===== src/rtl/universal_shift_reg_if.sv =====
// Control, data and status bundle for universal_shift_reg.
// The master drives the operation controls and the slave returns the register state.
interface universal_shift_reg_if #(
    parameter int WIDTH = 8
);
    localparam int CNT_W = $clog2(WIDTH + 1);

    logic             en;
    logic [1:0]       mode;
    logic [WIDTH-1:0] d;
    logic             sin_lsb;
    logic             sin_msb;
    logic [WIDTH-1:0] q;
    logic             sout;
    logic [CNT_W-1:0] cnt;
    logic             done;

    modport master (
        output en, mode, d, sin_lsb, sin_msb,
        input  q, sout, cnt, done
    );

    modport slave (
        input  en, mode, d, sin_lsb, sin_msb,
        output q, sout, cnt, done
    );
endinterface


===== src/rtl/universal_shift_reg.sv =====
// Universal shift register: hold, shift left/right (serial-in or rotate) and parallel load,
// with a saturating shift counter and a one-cycle done pulse when the count reaches WIDTH.
module universal_shift_reg #(
    parameter int               WIDTH     = 8,
    parameter logic [WIDTH-1:0] RESET_VAL = '0,
    parameter bit               ROTATE    = 1'b0
) (
    input  logic                  clk,
    input  logic                  reset,
    universal_shift_reg_if.slave  bus
);
    localparam int               CNT_W   = $clog2(WIDTH + 1);
    localparam logic [CNT_W-1:0] CNT_MAX = CNT_W'(WIDTH);

    typedef enum logic [1:0] {
        MODE_HOLD = 2'b00,
        MODE_SHL  = 2'b01,
        MODE_SHR  = 2'b10,
        MODE_LOAD = 2'b11
    } mode_e;

    mode_e            mode;
    logic [WIDTH-1:0] q_q, q_d;
    logic             sout_q, sout_d;
    logic [CNT_W-1:0] cnt_q, cnt_d;
    logic             done_q, done_d;
    logic             shl_in, shr_in, is_shift;

    assign mode = mode_e'(bus.mode);

    always_comb begin
        // NOTE: every variable gets a default first so no path leaves it unassigned (no latch).
        q_d      = q_q;
        sout_d   = sout_q;
        cnt_d    = cnt_q;
        done_d   = 1'b0;
        is_shift = 1'b0;
        shl_in   = ROTATE ? q_q[WIDTH-1] : bus.sin_lsb;
        shr_in   = ROTATE ? q_q[0]       : bus.sin_msb;

        if (bus.en) begin
            unique case (mode)
                MODE_HOLD: ;
                MODE_SHL: begin
                    // Concatenate then truncate so WIDTH=1 needs no special slice.
                    q_d      = WIDTH'({q_q, shl_in});
                    sout_d   = q_q[WIDTH-1];
                    is_shift = 1'b1;
                end
                MODE_SHR: begin
                    q_d      = WIDTH'({shr_in, q_q} >> 1);
                    sout_d   = q_q[0];
                    is_shift = 1'b1;
                end
                MODE_LOAD: begin
                    q_d   = bus.d;
                    cnt_d = '0;
                end
            endcase
        end

        // Only the shift that lands on CNT_MAX pulses done; saturated shifts leave it low.
        if (is_shift && (cnt_q != CNT_MAX)) begin
            cnt_d  = cnt_q + 1'b1;
            done_d = (cnt_d == CNT_MAX);
        end
    end

    always_ff @(posedge clk or posedge reset) begin
        if (reset) begin
            // NOTE: sequential state uses non-blocking assignments so all flops update together.
            q_q    <= RESET_VAL;
            sout_q <= 1'b0;
            cnt_q  <= '0;
            done_q <= 1'b0;
        end else begin
            q_q    <= q_d;
            sout_q <= sout_d;
            cnt_q  <= cnt_d;
            done_q <= done_d;
        end
    end

    assign bus.q    = q_q;
    assign bus.sout = sout_q;
    assign bus.cnt  = cnt_q;
    assign bus.done = done_q;
endmodule


===== src/flat_wrapper.sv =====
// flat-port wrapper written by rule: the top's interface ports become plain ports
module universal_shift_reg_flat 
#(
    parameter int               WIDTH     = 8,
    parameter logic [WIDTH-1:0] RESET_VAL = '0,
    parameter bit               ROTATE    = 1'b0
)
  (clk, reset, bus_en, bus_mode, bus_d, bus_sin_lsb, bus_sin_msb, bus_q, bus_sout, bus_cnt, bus_done);
  universal_shift_reg_if #(.WIDTH(WIDTH)) bus_i ();
  input  logic clk;
  input  logic reset;
  input wire logic [$bits(bus_i.en)-1:0] bus_en;
  input wire logic [$bits(bus_i.mode)-1:0] bus_mode;
  input wire logic [$bits(bus_i.d)-1:0] bus_d;
  input wire logic [$bits(bus_i.sin_lsb)-1:0] bus_sin_lsb;
  input wire logic [$bits(bus_i.sin_msb)-1:0] bus_sin_msb;
  output wire logic [$bits(bus_i.q)-1:0] bus_q;
  output wire logic [$bits(bus_i.sout)-1:0] bus_sout;
  output wire logic [$bits(bus_i.cnt)-1:0] bus_cnt;
  output wire logic [$bits(bus_i.done)-1:0] bus_done;
  assign bus_i.en = bus_en;
  assign bus_i.mode = bus_mode;
  assign bus_i.d = bus_d;
  assign bus_i.sin_lsb = bus_sin_lsb;
  assign bus_i.sin_msb = bus_sin_msb;
  assign bus_q = bus_i.q;
  assign bus_sout = bus_i.sout;
  assign bus_cnt = bus_i.cnt;
  assign bus_done = bus_i.done;
  universal_shift_reg #(.WIDTH(WIDTH), .RESET_VAL(RESET_VAL), .ROTATE(ROTATE)) u_core (.clk(clk), .reset(reset), .bus(bus_i));
endmodule

===== config.mk =====
export PLATFORM = sky130hd
export DESIGN_NAME = universal_shift_reg_flat
export DESIGN_NICKNAME = d
export VERILOG_FILES = /design/src/rtl/universal_shift_reg_if.sv /design/src/rtl/universal_shift_reg.sv /design/src/flat_wrapper.sv
export SDC_FILE = /design/constraint.sdc
export NUM_CORES = 1
export LEC_CHECK = 0
export ABC_AREA = 1
export CAP_MARGIN = 40
export CORE_AREA = 2 2 50 52
export CTS_CLUSTER_SIZE = 40
export DETAILED_ROUTE_END_ITERATION = 8
export DIE_AREA = 0 0 52 54
export GPL_ROUTABILITY_DRIVEN = 0
export GPL_TIMING_DRIVEN = 0
export PLACE_DENSITY = 0.84
export SYNTH_ARGS = -nofsm -noshare
export SYNTH_HDL_FRONTEND = slang
export SYNTH_SLANG_ARGS = --single-unit

===== constraint.sdc =====
create_clock -name clk -period 1.15 [get_ports clk]
set_clock_uncertainty 0.15 [all_clocks]
set_input_delay 0.115 -clock clk [delete_from_list [all_inputs] [get_ports clk]]
set_output_delay 0.115 -clock clk [all_outputs]
set_load 0.02 [all_outputs]

# ---- Word-level counts from Yosys, hierarchy flattened
# Cells that the tools add are included.
dict set report totals {
  reg_bits 14
  latch_bits 0
  ram_bits 0
  romBits 0
  in_bits 15
  out_inout_bits 14
  elab_cells 27
  n_memories 0
}
dict set report classes {
  n_addsub 1
  mul 0
  n_div 0
  magnitude_cmp 0
  eq_ne 5
  shifts 0
  n_mux 8
  bitwise 0
  n_reduce_logical 9
}
# op count
set ops {}
lappend ops {{8-bit one-hot mux with 3 select lines} 1}
lappend ops {{4-bit 2-to-1 mux} 3}
lappend ops {{2-bit AND reduction} 3}
lappend ops {{2-bit nonzero test} 3}
lappend ops {{4-bit by 1-bit adder with 4-bit output (second input constant)} 1}
lappend ops {{2-bit == test (second input constant)} 2}
lappend ops {{4-bit == test (second input constant)} 1}
lappend ops {{4-bit != test (second input constant)} 1}
lappend ops {{1-bit 2-to-1 mux} 3}
lappend ops {{3-bit nonzero test} 1}
lappend ops {{2-bit by 1-bit == test with 1-bit output (second input constant)} 1}
lappend ops {{1-bit one-hot mux with 2 select lines} 1}
lappend ops {{2-bit OR reduction} 1}
lappend ops {{1-bit logical AND} 1}

# ---- Depth between registers and ports, before layout
dict set report logic_depth {
  ltp_word 7
  depth_mapped 7
  depth_no_buf 7
}

# ---- Worst setup path after synthesis
# No wires, ideal clock.
dict set report synth_path {
  kind {reg2reg}
  from {register u_core.cnt_q[0] (netlist: u_core.bus.cnt[0])}
  to {register u_core.cnt_q[0] (netlist: u_core.bus.cnt[0])}
  setup_time_ps 134
  arrival_time_ps 1093
  required_time_ps 866
  path_slack_ps -227
  stages_incl_launch_ff 7
  path_buffers 0
  period_less_slack_ps 1377
  cell_sequence {dfrtp_1 -> inv_1 -> ha_1 -> nand3_2 -> nand2_4 -> nand3_1 -> o21ai_1}
}
dict set report synth_between {
  elab_chain_len 4
  word_cells_on_any_way 7
  classes_between {1 x add/sub; 1 x eq/ne; 1 x mux; 4 x reduce/logical}
}
# item line_no
set synth_rtl {}
lappend synth_rtl {{start: declaration} universal_shift_reg.sv:25} ;# logic [CNT_W-1:0] cnt_q, cnt_d;
lappend synth_rtl {{start signal: assignment} universal_shift_reg.sv:79} ;# cnt_q <= cnt_d;
lappend synth_rtl {{branches (longest 4 deep; another with 4-bit by 1-bit adder with 4-bit output)} -}
# Several ways; the timed one is not identified.
# A chain may end at the register's enable or synchronous reset.

# ---- Final worst setup path
dict set report layout_path {
  from {register u_core.cnt_q[0] (netlist: u_core.bus.cnt[0])}
  to {register u_core.cnt_q[2] (netlist: u_core.bus.cnt[2])}
}
# Same word-level chain as after synthesis.

==> impl_metrics.csv <==
group,metric,value,unit
timing,grt_setup_unrepaired,"yes",
setup_path,cp-start-kind,"register",
timing,timing.final.ws_setup,-0.111,ns
run_status,violations,"negative setup slack",
setup_path,crit_chain,"inv_2 -> ha_4 -> nand3_4 -> nand2_8 -> nand3_2 -> o21ai_1",
drt,drc,0,
global_routing,track_usage,0.168,
timing,slew_violations,0,
setup_path,required,1.20,ns
floorplan,initial_core_util,0.379,
setup_path,cp_data_arrival_time,1.32,ns
clocking,numCtsBuffers,3,
timing,tns,-0.542,ns
power,p_per_area,1600,nW/um^2
global_routing,grt_pass1_wl,3550,microns
final_layout,final_cells,199,
setup_path,r2r-start,"u_core.bus.cnt[0]",
clocking,clock_latency,0.28,ns
global_routing,grt_max_degree,15,
placed_design,place_ws,-0.498,ns
global_routing,gr-total-overflow,0,
synthesis,synth-seq-cells,14,
floorplan,placementRows,18,
setup_path,end_kind,"register",
global_routing,antenna_found_initial,0,
synthesis,synth_cell_types,18,
setup_path,crit_fanout,8,
hold_path,hp-class,"in -> async",
timing,hold_viol_final,0,
final_layout,drive_above_1_share,0.373,
clocking,cts_tree,"done",
drt,dr.pass1.iters,4,
setup_path,r2r_cells,6,
timing,worst_pin_slew,0.528,ns
setup_path,path_class,"reg -> reg",
drt,drt-total-wl,2240,microns
floorplan,pin_count,29,
floorplan,dieArea,2810,sq um
clocking,clockBufferDepth,2,
clocking,cts_sinks,14,
timing,relSlewSlack,0.647,
drt,num_vias,951,
clocking,cts_htree_levels,1,
floorplan,dieWidth,52,microns
final_layout,diodes,0,
drt,post_drt_wl_per_cell,11.3,microns
timing,fin_crit_sh,1.10,
synthesis,synthesis.area,878,sq um
drt,vias_per_cell,4.78,
clocking,clkSlewWorstSetupHoldPaths,0.09,ns
drt,drtIter0Drc,14,
global_routing,grt_pass1_vias,860,
run,maxCapViolations,0,
clocking,cts_root_buffer,"clkbuf_4",
timing,fmax,793,MHz
setup_path,worst_r2r_endpoint,"u_core.bus.cnt[2]",
placed_design,dp_cells,176,
drt,ant_nets,0,
setup_path,critical_path.max_stage_delay,0.46,ns
placed_design,place_area,1220,sq um
synthesis,syn-num-nets,139,
synthesis,syn_area_per_cell,7.44,sq um
run_status,status,"finished with violations",
power,power_leakage,0.713,nW
floorplan,die_height,54,microns
setup_path,r2r_slack,-0.11,ns
final_layout,nets,191,
setup_path,slowest_stage,"dfrtp_2",
final_layout,area_growth,56.8,%
floorplan,fp.coreArea,2320,sq um
synthesis,ys_warn_count,0,
timing,min_period,1.26,ns
power,irDropWorstVdd,0.00123,V
synthesis,synthCells,118,
timing,setup_viol,7,
placed_design,hpwl,1540,microns
placed_design,io_buffers,28,
final_layout,nFillCells,224,
synthesis,seq_area_frac_synth,0.399,
final_layout,fin_area,1380,sq um
==> flip-flops by register name, summed over array words and instances, names as in the netlist <==
name / count
u_core.bus.q: 8
u_core.bus.cnt: 4
u_core.bus.done: 1
u_core.bus.sout: 1
==> worst max-delay path, delay by kind of cell, from the launching register on <==
family | cells | cell delay (ns)
flops | 1 | 0.46
buf+inv | 1 | 0.09
fa+ha+maj | 1 | 0.14
simple gates | 3 | 0.27
compound gates | 1 | 0.08
==> Yosys cell counts, drive strengths merged <==
cell,number,area share
a21oi,2,0.011
and2,1,0.0071
buf,2,0.021
dfrtp,14,0.40
ha,6,0.085
inv,12,0.051
nand2,57,0.25
nand3,16,0.097
nand4,1,0.0071
nor2,3,0.040
nor3,1,0.011
o21ai,3,0.017
==> power breakdown <==
group | switching, mW | leakage [nW] | internal [mW] | total [mW]
registers | 0.114 | 0.175 | 0.610 | 0.723
logic | 0.564 | 0.517 | 0.559 | 1.12
clock network | 0.161 | 0.0210 | 0.193 | 0.353
total | 0.838 | 0.713 | 1.36 | 2.20
==> layout by cell type, fill, tap and decap left out, drive strengths merged <==
master and count:
nand3 16, clkdlybuf4s50 12, inv 12, dfrtp 14
o21ai 3, nand2 57, and2 1, a21oi 2
nor2 3, nand4 1, dlygate4sd2 2, ha 6
clkbuf 4, buf 35, nor3 1
==> metrics by stage <==
step,total power [mW],utilization,hold slack [ns]
2_1_floorplan,1.24,-,-0.146
3_3_place_gp,1.58,0.526,0.333
3_5_place_dp,1.61,0.526,0.346
4_1_cts,2.01,0.538,0.0415
5_1_grt,2.34,0.594,0.0657
6_report,2.20,0.594,0.0182
==> cell type report <==
cell class | instances | area [sq um] | share of cell area
flip-flops and latches | 14 | 355 | 0.258
inverters | 12 | 45.0 | 0.0327
multi-input cells | 90 | 518 | 0.376
clock buffers | 4 | 36.3 | 0.0263
repair buffers | 47 | 367 | 0.266
well taps | 30 | 37.5 | 0.0272
plain buffers | 2 | 18.8 | 0.0136
==> repair_timing <==
action	4_1_cts	5_1_grt
setup buffers	7	12
endpoints found under the setup margin	28	22
pin swaps	3	9
hold buffers	0	0
resized for setup	64	9
==> per-layer routing <==
layer	GRT usage	wire (microns)	vias to the layer above
met5	0	0	-
met4	0.0702	17	0
met3	0.0250	124	4
met2	0.316	1170	27
met1	0.188	932	448
li1	-	-	472
==> logic make-up after synthesis <==
family | share of synthesized area
AOI/OAI and AO/OA | 0.0285
adders and majority gates | 0.0855
buffers and inverters | 0.0726
DFF | 0.399
and+or+nand+nor | 0.415
==> worst max path at each step <==
stage / start / end / slack [ns] / cells past startpoint
after global placement: bus_mode[0] / u_core.bus.q[0] / -0.43 / 7
after global routing: u_core.bus.cnt[0] / u_core.bus.cnt[2] / -0.18 / 6
after detailed placement: bus_mode[0] / u_core.bus.q[6] / -0.50 / 8
final: u_core.bus.cnt[0] / u_core.bus.cnt[2] / -0.11 / 6
after CTS: u_core.bus.cnt[0] / u_core.bus.cnt[0] / -0.08 / 6
after floorplan: u_core.bus.cnt[1] / u_core.bus.cnt[3] / -0.08 / 6
(Power assumes the default switching activity.)
